## src/rtl/scanning_multiplexer.sv

```systemverilog
// N-to-1 registered multiplexer with valid/ready output, manual or scanning channel selection.
// Define SCANNING_MULTIPLEXER_MASK_EN to add a per-channel skip mask for scan mode.
module scanning_multiplexer #(
    parameter int unsigned WIDTH    = 8,
    parameter int unsigned CHANNELS = 8,
    parameter int unsigned SEL_W    = 3,
    parameter int unsigned DWELL    = 1
) (
    input  logic                      clk,
    input  logic                      rst_n,
    input  logic [CHANNELS*WIDTH-1:0] i,
    input  logic [SEL_W-1:0]          s,
    input  logic                      scan,
    input  logic                      en,
`ifdef SCANNING_MULTIPLEXER_MASK_EN
    input  logic [CHANNELS-1:0]       mask,
`endif
    input  logic                      out_ready,
    output logic [WIDTH-1:0]          out,
    output logic [SEL_W-1:0]          out_ch,
    output logic                      out_valid,
    output logic                      wrap
);

    localparam int unsigned      CNT_W      = 8;
    localparam logic [CNT_W-1:0] DWELL_LAST = CNT_W'(DWELL - 1);

    logic [WIDTH-1:0]    r_out;
    logic [SEL_W-1:0]    r_out_ch;
    logic                r_out_valid;
    logic                r_wrap;
    logic [SEL_W-1:0]    r_ch_ptr;
    logic [CNT_W-1:0]    r_dwell_cnt;
    logic                r_scan_d;

    logic [CHANNELS-1:0] w_mask;
    logic                w_entry;
    logic                w_load;
    logic                w_last;
    logic                w_wrap;
    logic [SEL_W-1:0]    w_ptr;
    logic [SEL_W-1:0]    w_succ;
    logic [SEL_W-1:0]    w_next;
    logic [SEL_W-1:0]    w_sel;
    logic [CNT_W-1:0]    w_cnt;
    logic [WIDTH-1:0]    w_data;

`ifdef SCANNING_MULTIPLEXER_MASK_EN
    assign w_mask = mask;
`else
    assign w_mask = '0;
`endif

    // Lowest unmasked channel at or above start, wrapping around to the lowest unmasked overall.
    function automatic logic [SEL_W-1:0] f_first_unmasked(input logic [SEL_W-1:0]    start,
                                                          input logic [CHANNELS-1:0] m);
        logic [SEL_W-1:0]    v_lo;
        logic [SEL_W-1:0]    v_hi;
        logic                v_found_lo;
        logic                v_found_hi;
        logic [CHANNELS-1:0] v_m;
        v_lo       = '0;
        v_hi       = '0;
        v_found_lo = 1'b0;
        v_found_hi = 1'b0;
        for (int unsigned c = 0; c < CHANNELS; c++) begin
            v_m = m >> c;
            if (!v_m[0] && !v_found_lo) begin
                v_found_lo = 1'b1;
                v_lo       = SEL_W'(c);
            end
            if (!v_m[0] && !v_found_hi && (c >= 32'(start))) begin
                v_found_hi = 1'b1;
                v_hi       = SEL_W'(c);
            end
        end
        return v_found_hi ? v_hi : v_lo;
    endfunction

    // Effective scan position (restart on scan entry), successor and channel data select.
    always_comb begin
        w_entry = scan & ~r_scan_d;
        w_cnt   = w_entry ? '0 : r_dwell_cnt;
        w_ptr   = f_first_unmasked(w_entry ? SEL_W'(0) : r_ch_ptr, w_mask);
        w_succ  = w_ptr + SEL_W'(1);
        w_next  = f_first_unmasked(w_succ, w_mask);
        w_wrap  = (w_next <= w_ptr);
        w_last  = (w_cnt == DWELL_LAST);
        w_sel   = scan ? w_ptr : s;
        w_load  = en & (~r_out_valid | out_ready) & ~(scan & (&w_mask));
        w_data  = '0;
        for (int unsigned c = 0; c < CHANNELS; c++) begin
            if (SEL_W'(c) == w_sel) w_data = WIDTH'(i >> (c * WIDTH));
        end
    end

    always_ff @(posedge clk or negedge rst_n) begin
        if (!rst_n) begin
            r_out       <= '0;
            r_out_ch    <= '0;
            r_out_valid <= 1'b0;
            r_wrap      <= 1'b0;
            r_ch_ptr    <= '0;
            r_dwell_cnt <= '0;
            r_scan_d    <= 1'b0;
        end else begin
            r_scan_d <= scan;
            if (w_load) begin
                r_out       <= w_data;
                r_out_ch    <= w_sel;
                r_out_valid <= 1'b1;
                r_wrap      <= scan & w_last & w_wrap;
            end else if (out_ready) begin
                r_out_valid <= 1'b0;
            end
            // Scan pointer only moves on scan-mode loads; entry restarts it even without a load.
            if (scan) begin
                if (w_load) begin
                    if (w_last) begin
                        r_dwell_cnt <= '0;
                        r_ch_ptr    <= w_next;
                    end else begin
                        r_dwell_cnt <= w_cnt + CNT_W'(1);
                        r_ch_ptr    <= w_ptr;
                    end
                end else if (w_entry) begin
                    r_dwell_cnt <= '0;
                    r_ch_ptr    <= w_ptr;
                end
            end
        end
    end

    assign out       = r_out;
    assign out_ch    = r_out_ch;
    assign out_valid = r_out_valid;
    assign wrap      = r_wrap;

endmodule

```

## config.mk

```make
export PLATFORM = sky130hd
export DESIGN_NAME = scanning_multiplexer
export DESIGN_NICKNAME = d
export VERILOG_FILES = /design/src/rtl/scanning_multiplexer.sv
export SDC_FILE = /design/constraint.sdc
export NUM_CORES = 1
export LEC_CHECK = 0
export BUFFER_PORTS_ARGS = -buffer_cell sky130_fd_sc_hd__buf_2
export CAP_MARGIN = 20
export CELL_PAD_IN_SITES_DETAIL_PLACEMENT = 1
export CELL_PAD_IN_SITES_GLOBAL_PLACEMENT = 2
export CORE_AREA = 2 2 130 69
export CTS_BUF_LIST = sky130_fd_sc_hd__clkbuf_16
export CTS_CLUSTER_SIZE = 10
export DETAILED_ROUTE_END_ITERATION = 8
export DIE_AREA = 0 0 132 71
export GPL_ROUTABILITY_DRIVEN = 0
export PLACE_DENSITY = 0.8
export SLEW_MARGIN = 40
export SYNTH_ARGS = -nofsm -noshare
export SYNTH_HDL_FRONTEND = slang
export SYNTH_SLANG_ARGS = --single-unit
```

## constraint.sdc

```tcl
create_clock -name clk -period 1.9 [get_ports clk]
set_input_delay 0.38 -clock clk [delete_from_list [all_inputs] [get_ports clk]]
set_output_delay 0.38 -clock clk [all_outputs]
set_load 0.05 [all_outputs]
```

==> impl_metrics.tcl, run 1 <==
set metrics [dict create \
    outcome "complete, no violations" \
    postLayoutCoreUtil_pct 37.2 \
    hold_ws_ns 0.117 \
    cts_buffer_depth 2 \
    drc 0 \
    syn-num-nets 355 \
    holdBufCountCts 0 \
    die_h_um 71 \
    antenna_cells 0 \
    core_um2 8320 \
    hold_viol 0 \
    ys_seq_area_share_pct 28.9 \
    pwr-share-seq_pct 30.5 \
    cts-root-buf "clkbuf_16" \
    finalWirelength_um 9460 \
    dp_slack_ns -0.128 \
    synth_cell_types 50 \
    area.growth.synth_to_final_pct 42.5 \
    p_clk_share_pct 21.8 \
    worst_pin_slew_ns 0.632 \
    drv_slew 0 \
    synth_seq_cells 25 \
    cts_tree "done" \
    fin_total_pwr_mw 2.36 \
    swShare_pct 43.4 \
    setup_viol 0 \
    cts_buffers 3 \
    final_cell_mix "84 x buf_2, 42 x o21ai_0, 38 x buf_4" \
    leakagePower_nw 1.48 \
    ys_warn_count 0 \
    mostFrequentLayoutCell "buf_2" \
    io_buffers 84 \
    synth_edf_count 0 \
    clk_pin_slew_ns 0.08 \
    dpl_cell_area_um2 2940 \
    initial_core_util_pct 26.1 \
    async_flop_share_pct 100 \
    p_per_area_nw_per_um2 764 \
    dr.pass1.iters 4 \
    viasPerCell 5.32 \
    fin_cells 505 \
    fin_tns_setup_ns 0 \
    start_kind "flip-flop" \
    p_comb_share_pct 47.7 \
    vias 2686 \
    drive_above_1_share_pct 37.9 \
    synth_area_um2 2170 \
    crit_path_end_kind "flip-flop" \
    htreeDepth 1 \
    grt_pass1_wl_um 14600 \
    period_share_pct 99.9 \
    grt_overflow_total 0 \
    fin_area_um2 3090 \
    critPathRequiredTime_ns 2.06 \
    synth_area_per_cell_um2 7.83 \
    grt_usage_pct 20.0 \
    worstPathMaxFanout 6 \
    cp.arrival_ns 2.06 \
    hp-class "in -> async" \
    clk-insertion-delay-late_ns 0.27 \
    relSlewSlack_pct 57.9 \
    wl_per_cell_um 18.7 \
    critPathKind "reg -> reg" \
    rsz0062_at_grt "true" \
    grt_max_degree 26 \
    ant_nets 0 \
    setup_slack_ns 0.00240 \
    period_needed_ns 1.90 \
    cts_setup_buffers 0 \
    rows 24 \
    clock_skew_ns 0.00600 \
    maxClockFrequency_ghz 0.527 \
    initialDrtViolationCount 124 \
    drv_cap 0 \
    grt_pass1_vias 2710 \
    fp.dieW_um 132 \
    place_inst 502 \
    switching_power_mw 1.03 \
    power.internal_mw 1.34 \
    dpl.hpwl_um 7710 \
    clkSinkCount 25 \
    peakVddDrop_v 0.000345 \
    synthFlopType "dfrtp_1" \
    die_area_um2 9370 \
    io_pins 85 \
    synthCells 277 \
    antenna_found_initial 0 \
    finalNetCount 467 \
]
==> kinds of logic (layout without fill, tap and decap cells) <==
logic type / count (synthesis) / count (layout) / share of synthesized area, %
AOI/OAI and AO/OA: 105 / 105 / 31.3
and+or+nand+nor: 101 / 101 / 24.9
buffers and inverters: 33 / 144 / 8.25
DFF: 25 / 25 / 28.9
adders and majority gates: 6 / 6 / 3.46
muxes: 6 / 6 / 2.83
xor gates and xnor gates: 1 / 1 / 0.404
==> final timing paths <==
| check | endpoint | start | slack (ns) | cells after the start |
|---|---|---|---|---|
| max | r_ch_ptr[1] | r_dwell_cnt[5] | 0.002 | 6 |
| min | r_dwell_cnt[7] | rst_n | 0.12 | 1 |
| max reg2reg | r_ch_ptr[1] | r_dwell_cnt[5] | 0.002 | 6 |
| min reg2reg | wrap | wrap | 0.51 | 1 |
| max in group asynchronous | r_ch_ptr[2] | rst_n | 1.37 | 1 |
| min in group clk | out_valid | en | 0.35 | 2 |
==> registers in the layout (all words and copies together), names as in the netlist <==
signal / count
out_valid: 1
wrap: 1
r_scan_d: 1
out: 8
r_dwell_cnt: 8
r_ch_ptr: 3
out_ch: 3
==> routing by layer <==
layer  routed length [um]  GRT usage, %
met3                  599          4.59
met2                 3870          29.1
met4                   72          2.78
met5                    0             0
met1                 4920          30.6
==> area by class of cell <==
| class | instances | area (um2) |
|---|---|---|
| fillers | 1054 | 5230 |
| clock inverters | 1 | 7.51 |
| inverters | 16 | 60.1 |
| well taps | 117 | 146 |
| repair buffers | 124 | 737 |
| multi-input cells | 219 | 1440 |
| clock buffers | 3 | 75.1 |
| flip-flops and latches | 25 | 626 |
==> worst max-delay path: stages (launching register included) <==
cell and delay (ns):
dfrtp_1 0.38, or4_4 0.56, nor3_4 0.25, a31o_4 0.25, buf_4 0.12, nand2_1 0.04
a22o_1 0.17
==> synthesized netlist by cell type, drive strengths merged, types with 2 or more instances <==
cell | count | share of area (%)
o21ai | 47 | 11
clkbuf | 9 | 2.5
a21oi | 18 | 4.2
nor2 | 11 | 1.9
dfrtp | 25 | 29
nand3b | 2 | 0.69
nor3 | 11 | 3.1
a22o | 12 | 4.8
and3 | 8 | 2.3
ha | 6 | 3.5
nor4 | 8 | 2.3
nor2b | 4 | 1.2
nand3 | 19 | 4.4
a32o | 4 | 1.8
nand4 | 2 | 0.58
nor3b | 2 | 0.69
nand2 | 22 | 3.8
a41o | 2 | 0.92
o22ai | 6 | 1.7
o2111ai | 3 | 1.2
and2 | 4 | 1.2
a32oi | 2 | 0.81
nand2b | 4 | 1.2
buf | 8 | 3.0
mux2i | 5 | 2.3
inv | 16 | 2.8
==> power groups by stage <==
stage / Combinational, mW / Clock (mW) / Sequential [mW]
2_1_floorplan: 0.449 / 0 / 0.914
3_3_place_gp: 1.05 / 0 / 0.719
3_5_place_dp: 1.07 / 0 / 0.725
4_1_cts: 1.09 / 0.532 / 0.715
5_1_grt: 1.22 / 0.545 / 0.729
6_report: 1.13 / 0.515 / 0.720
==> what timing repair did <==
item	4_1_cts	5_1_grt
pin swaps	0	6
gates resized for setup	2	12
endpoints found under the setup margin	2	15
No activity file was read; power rests on OpenSTA's default activity.
==> run 2, diff against run 1 <==
--- a/config.mk
+++ b/config.mk
@@ -16,6 +16,7 @@
 export DIE_AREA = 0 0 132 71
 export GPL_ROUTABILITY_DRIVEN = 0
 export PLACE_DENSITY = 0.8
+export SETUP_SLACK_MARGIN = 0.2
 export SLEW_MARGIN = 40
 export SYNTH_ARGS = -nofsm -noshare
 export SYNTH_HDL_FRONTEND = slang
==> run 2 against run 1 <==
  * Flip-flop and latch count stayed put
  * Sequential power is 0.8% lower
  * Combinational power is 12% higher
  * Largest power group unchanged
==> impl_metrics.tcl, run 2 (synthesized netlist as in run 1, its figures left out) <==
set metrics [dict create \
    viasPerCell 5.35 \
    antenna_cells 0 \
    dpl.hpwl_um 7650 \
    dr.pass1.iters 4 \
    postLayoutCoreUtil_pct 40.1 \
    drv_slew 0 \
    drv_cap 0 \
    path_cells "or4_4 -> nor3_4 -> a31o_4 -> buf_12 -> o21ai_2 -> a22o_1" \
    die_area_um2 9370 \
    clk_pin_slew_ns 0.08 \
    critPathRequiredTime_ns 2.07 \
    hp-class "in -> async" \
    dpl_cell_area_um2 2980 \
    fin_area_um2 3330 \
    clk-insertion-delay-late_ns 0.28 \
    final_cell_mix "84 x buf_2, 50 x buf_4, 33 x o21ai_0" \
    initialDrtViolationCount 262 \
    peakVddDrop_v 0.000344 \
    wl_met1_um 5100 \
    wl_met3_um 857 \
    wl_per_cell_um 20.0 \
    grt_usage_pct 22.4 \
    antenna_found_initial 0 \
    io_buffers 84 \
    grt_overflow_total 0 \
    p_per_area_nw_per_um2 752 \
    cts_buffers 3 \
    grt_max_degree 26 \
    cts_buffer_depth 2 \
    nFillCells 1047 \
    outcome "complete, no violations" \
    clock_skew_ns 0.00430 \
    period_share_pct 95.5 \
    area.growth.synth_to_final_pct 53.8 \
    htreeDepth 1 \
    drive_above_1_share_pct 47.4 \
    fp.dieW_um 132 \
    crit_family "simple AND/OR/NAND/NOR gates" \
    hold_viol 0 \
    critPathLaunch "r_dwell_cnt[6]" \
    grt_pass1_wl_um 16300 \
    finalNetCount 484 \
    ant_nets 0 \
    wl_met2_um 4350 \
    fin_total_pwr_mw 2.51 \
    core_um2 8320 \
    leakagePower_nw 1.60 \
    vias 2794 \
    setup_viol 0 \
    die_h_um 71 \
    cp.buffers_inverters 1 \
    worstPathMaxFanout 4 \
    crit_path_end_kind "flip-flop" \
    start_kind "flip-flop" \
    critPathKind "reg -> reg" \
    cp_slowest_stage_delay_ns 0.55 \
    cp.arrival_ns 1.98 \
    clkSinkCount 25 \
    period_needed_ns 1.82 \
    dp_slack_ns -0.0899 \
    setup_slack_ns 0.0847 \
    drc 0 \
    crit_path_top_delay_cell "or4_4" \
    cts_tree "done" \
    rsz0062_at_grt "true" \
    initial_core_util_pct 26.1 \
    worst_pin_slew_ns 0.656 \
    finalWirelength_um 10400 \
    hold_ws_ns 0.127 \
    grt_pass1_vias 2855 \
    relSlewSlack_pct 56.3 \
    top_layer_used "met4" \
    io_pins 85 \
    cts-root-buf "clkbuf_16" \
    r2r_start "r_dwell_cnt[6]" \
    mostFrequentLayoutCell "buf_2" \
    maxClockFrequency_ghz 0.551 \
    rows 24 \
]
run 2: cell types whose count changed in the layout (fill, tap and decap cells not counted), sizes merged:
cell,delta
buf,+16
a32o,+1
run 2: worst paths after layout:
kind | end | slack [ns] | cells past startpoint
setup reg to reg | r_dwell_cnt[3] | 0.08 | 6
setup / recovery | r_dwell_cnt[3] | 0.08 | 6
hold reg to reg | out_ch[0] | 0.48 | 2
min in group clk | out_valid | 0.34 | 2
hold / removal | r_ch_ptr[0] | 0.13 | 1
max in group asynchronous | out_valid | 1.31 | 1
run 2: worst reg2reg max path, cell delays in order (launching register included):
cell and delay [ns]:
dfrtp_1 0.38, or4_4 0.55, nor3_4 0.19, a31o_4 0.22
buf_12 0.11, o21ai_2 0.05, a22o_1 0.21
run 2: routing by layer:
metal  up-vias  track usage [%]
met5         -                0
met4         0             3.86
met3        13             4.66
met2       115             32.6
met1      1362             34.2
li1       1304                -
run 2: metrics by stage:
| step | cells | TNS, ns |
|---|---|---|
| final | 522 | 0 |
| after global routing | 522 | 0 |
| after CTS | 519 | 0 |
| after detailed placement | 509 | -0.340 |
| after global placement | 509 | -0.0879 |
| after floorplan | 277 | 0 |
run 2: what timing repair did:
item | 4_1_cts | 5_1_grt
hold buffers | 0 | 0
setup buffers | 5 | 3
pin swaps | 13 | 14
setup endpoints to repair | 18 | 19
resized for setup | 22 | 36
gates cloned | 1 | 0
run 2: where the power goes:
part	switching, mW	total, mW	internal (mW)
Sequential	0.0933	0.714	0.621
Combinational	0.762	1.27	0.508
Clock	0.237	0.525	0.288
run 2: layout make-up:
cell class | count | area (um2) | share of cell area, %
multi-input combinational | 220 | 1540 | 46.3
timing repair buffer | 140 | 872 | 26.2
sequential | 25 | 631 | 18.9
tap | 117 | 146 | 4.39
clock buffer | 3 | 75.1 | 2.25
inverter | 16 | 60.1 | 1.80
clock inverter | 1 | 7.51 | 0.225
==> run 3, diff against run 2 <==
--- a/config.mk
+++ b/config.mk
@@ -15,7 +15,7 @@
 export DETAILED_ROUTE_END_ITERATION = 8
 export DIE_AREA = 0 0 132 71
 export GPL_ROUTABILITY_DRIVEN = 0
-export PLACE_DENSITY = 0.8
+export PLACE_DENSITY = 0.81
 export SETUP_SLACK_MARGIN = 0.2
 export SLEW_MARGIN = 40
 export SYNTH_ARGS = -nofsm -noshare
==> run 3 against run 2 <==
  * Die area unchanged
  * Global-route usage about the same
  * First-iteration DRC count up 1.1%
  * Routed wire length up 2.1%
  * Utilization up 2.4 points
  * Largest cell class unchanged
==> impl_metrics.tcl, run 3 (synthesized netlist as in run 1, its figures left out) <==
set metrics [dict create \
    hold_ws_ns 0.135 \
    drv_cap 0 \
    dp_slack_ns -0.0450 \
    io_pins 85 \
    htreeDepth 1 \
    critPathKind "reg -> reg" \
    clk_pin_slew_ns 0.07 \
    seq_area_um2 628 \
    dpl.hpwl_um 7950 \
    fin_area_um2 3530 \
    ant_nets 0 \
    clkSinkCount 25 \
    vias 2850 \
    io_buffers 84 \
    relSlewSlack_pct 56.2 \
    grt_max_degree 26 \
    grt_pass1_wl_um 16400 \
    crit_path_top_delay_cell "or4_4" \
    nFillCells 1026 \
    mostFrequentLayoutCell "buf_2" \
    initial_core_util_pct 26.1 \
    antenna_cells 0 \
    setup_viol 0 \
    die_area_um2 9370 \
    worstPathMaxFanout 2 \
    setup_slack_ns 0.106 \
    cp.arrival_ns 1.95 \
    grt_pass1_vias 2926 \
    drive_above_1_share_pct 49.3 \
    core_um2 8320 \
    period_share_pct 94.4 \
    start_kind "flip-flop" \
    drc 0 \
    grt_overflow_total 0 \
    hold_viol 0 \
    initialDrtViolationCount 265 \
    p_per_area_nw_per_um2 722 \
    grt_usage_pct 22.4 \
    wl_per_cell_um 19.9 \
    cts_tree "done" \
    critPathRequiredTime_ns 2.06 \
    rows 24 \
    clk-insertion-delay-late_ns 0.27 \
    finalNetCount 495 \
    hp-class "in -> async" \
    dr.pass1.iters 4 \
    clock_skew_ns 0.00823 \
    maxClockFrequency_ghz 0.558 \
    outcome "complete, no violations" \
    period_needed_ns 1.79 \
    final_cell_mix "85 x buf_2, 49 x buf_4, 34 x o21ai_0" \
    antenna_found_initial 1 \
    cts_buffers 3 \
    leakagePower_nw 1.72 \
    path_cells "or4_4 -> nor3_4 -> buf_6 -> o2111ai_2 -> o311ai_1" \
    cts-root-buf "clkbuf_16" \
    cp_slowest_stage_delay_ns 0.54 \
    area.growth.synth_to_final_pct 63.0 \
    multi_input_area_um2 1610 \
    rsz0062_at_grt "true" \
    crit_family "simple AND/OR/NAND/NOR gates" \
    finalWirelength_um 10600 \
    die_h_um 71 \
    crit_path_end_kind "flip-flop" \
    cts_buffer_depth 2 \
    fp.dieW_um 132 \
    drv_slew 0 \
    worst_pin_slew_ns 0.657 \
    peakVddDrop_v 0.000284 \
    cp.buffers_inverters 1 \
    viasPerCell 5.35 \
    dpl_cell_area_um2 3020 \
]
==> run 3: final timing paths <==
path	from	to	slack, ns	cells past startpoint
worst max-delay path	r_dwell_cnt[5]	r_ch_ptr[2]	0.11	5
worst min-delay path	rst_n	r_dwell_cnt[5]	0.13	1
worst max register to register	r_dwell_cnt[5]	r_ch_ptr[2]	0.11	5
worst min register to register	out_ch[0]	out_ch[0]	0.49	2
max in group asynchronous	rst_n	out_valid	1.30	1
min in group clk	en	out_valid	0.35	2
==> run 3: cell type report <==
class                           count  area share (%)
Timing Repair Buffer              151            28.4
Tap cell                          117            4.14
Multi-Input combinational cell    220            45.6
Sequential cell                    25            17.8
Clock inverter                      1           0.212
Clock buffer                        3            2.12
Inverter                           16            1.77
==> run 3: metrics by stage <==
| stage | power (mW) | instances | TNS, ns | utilization, % |
|---|---|---|---|---|
| 2_1_floorplan | 1.36 | 277 | 0 | - |
| 3_3_place_gp | 1.79 | 515 | 0 | 36.4 |
| 3_5_place_dp | 1.81 | 515 | -0.0781 | 36.4 |
| 4_1_cts | 2.43 | 528 | 0 | 39.2 |
| 5_1_grt | 2.69 | 533 | -0.0369 | 42.5 |
| 6_report | 2.55 | 533 | 0 | 42.5 |
==> run 3: worst reg2reg max path, cell delays in order, from the launching register on <==
cell	delay, ns
dfrtp_1	0.38
or4_4	0.54
nor3_4	0.18
buf_6	0.15
o2111ai_2	0.13
o311ai_1	0.31
==> run 3: routing by layer <==
| layer | global-route usage (%) | wire, um | vias to the layer above |
|---|---|---|---|
| met2 | 33.1 | 4510 | 120 |
| li1 | - | - | 1327 |
| met5 | 0 | 0 | - |
| met1 | 34.7 | 5300 | 1399 |
| met3 | 3.80 | 780 | 4 |
| met4 | 2.78 | 40 | 0 |
==> run 3: power breakdown <==
group / switching, mW / internal [mW] / leakage (nW)
Combinational: 0.776 / 0.538 / 1.36
Sequential: 0.103 / 0.618 / 0.323
Clock: 0.230 / 0.287 / 0.0371
Total: 1.11 / 1.44 / 1.72
==> run 3: repair_timing <==
action / in CTS / in global routing
hold buffers: 0 / 0
buffers inserted: 7 / 5
cloned: 2 / 0
pin swaps: 13 / 18
gates resized for setup: 22 / 57
endpoints found under the setup margin: 19 / 19
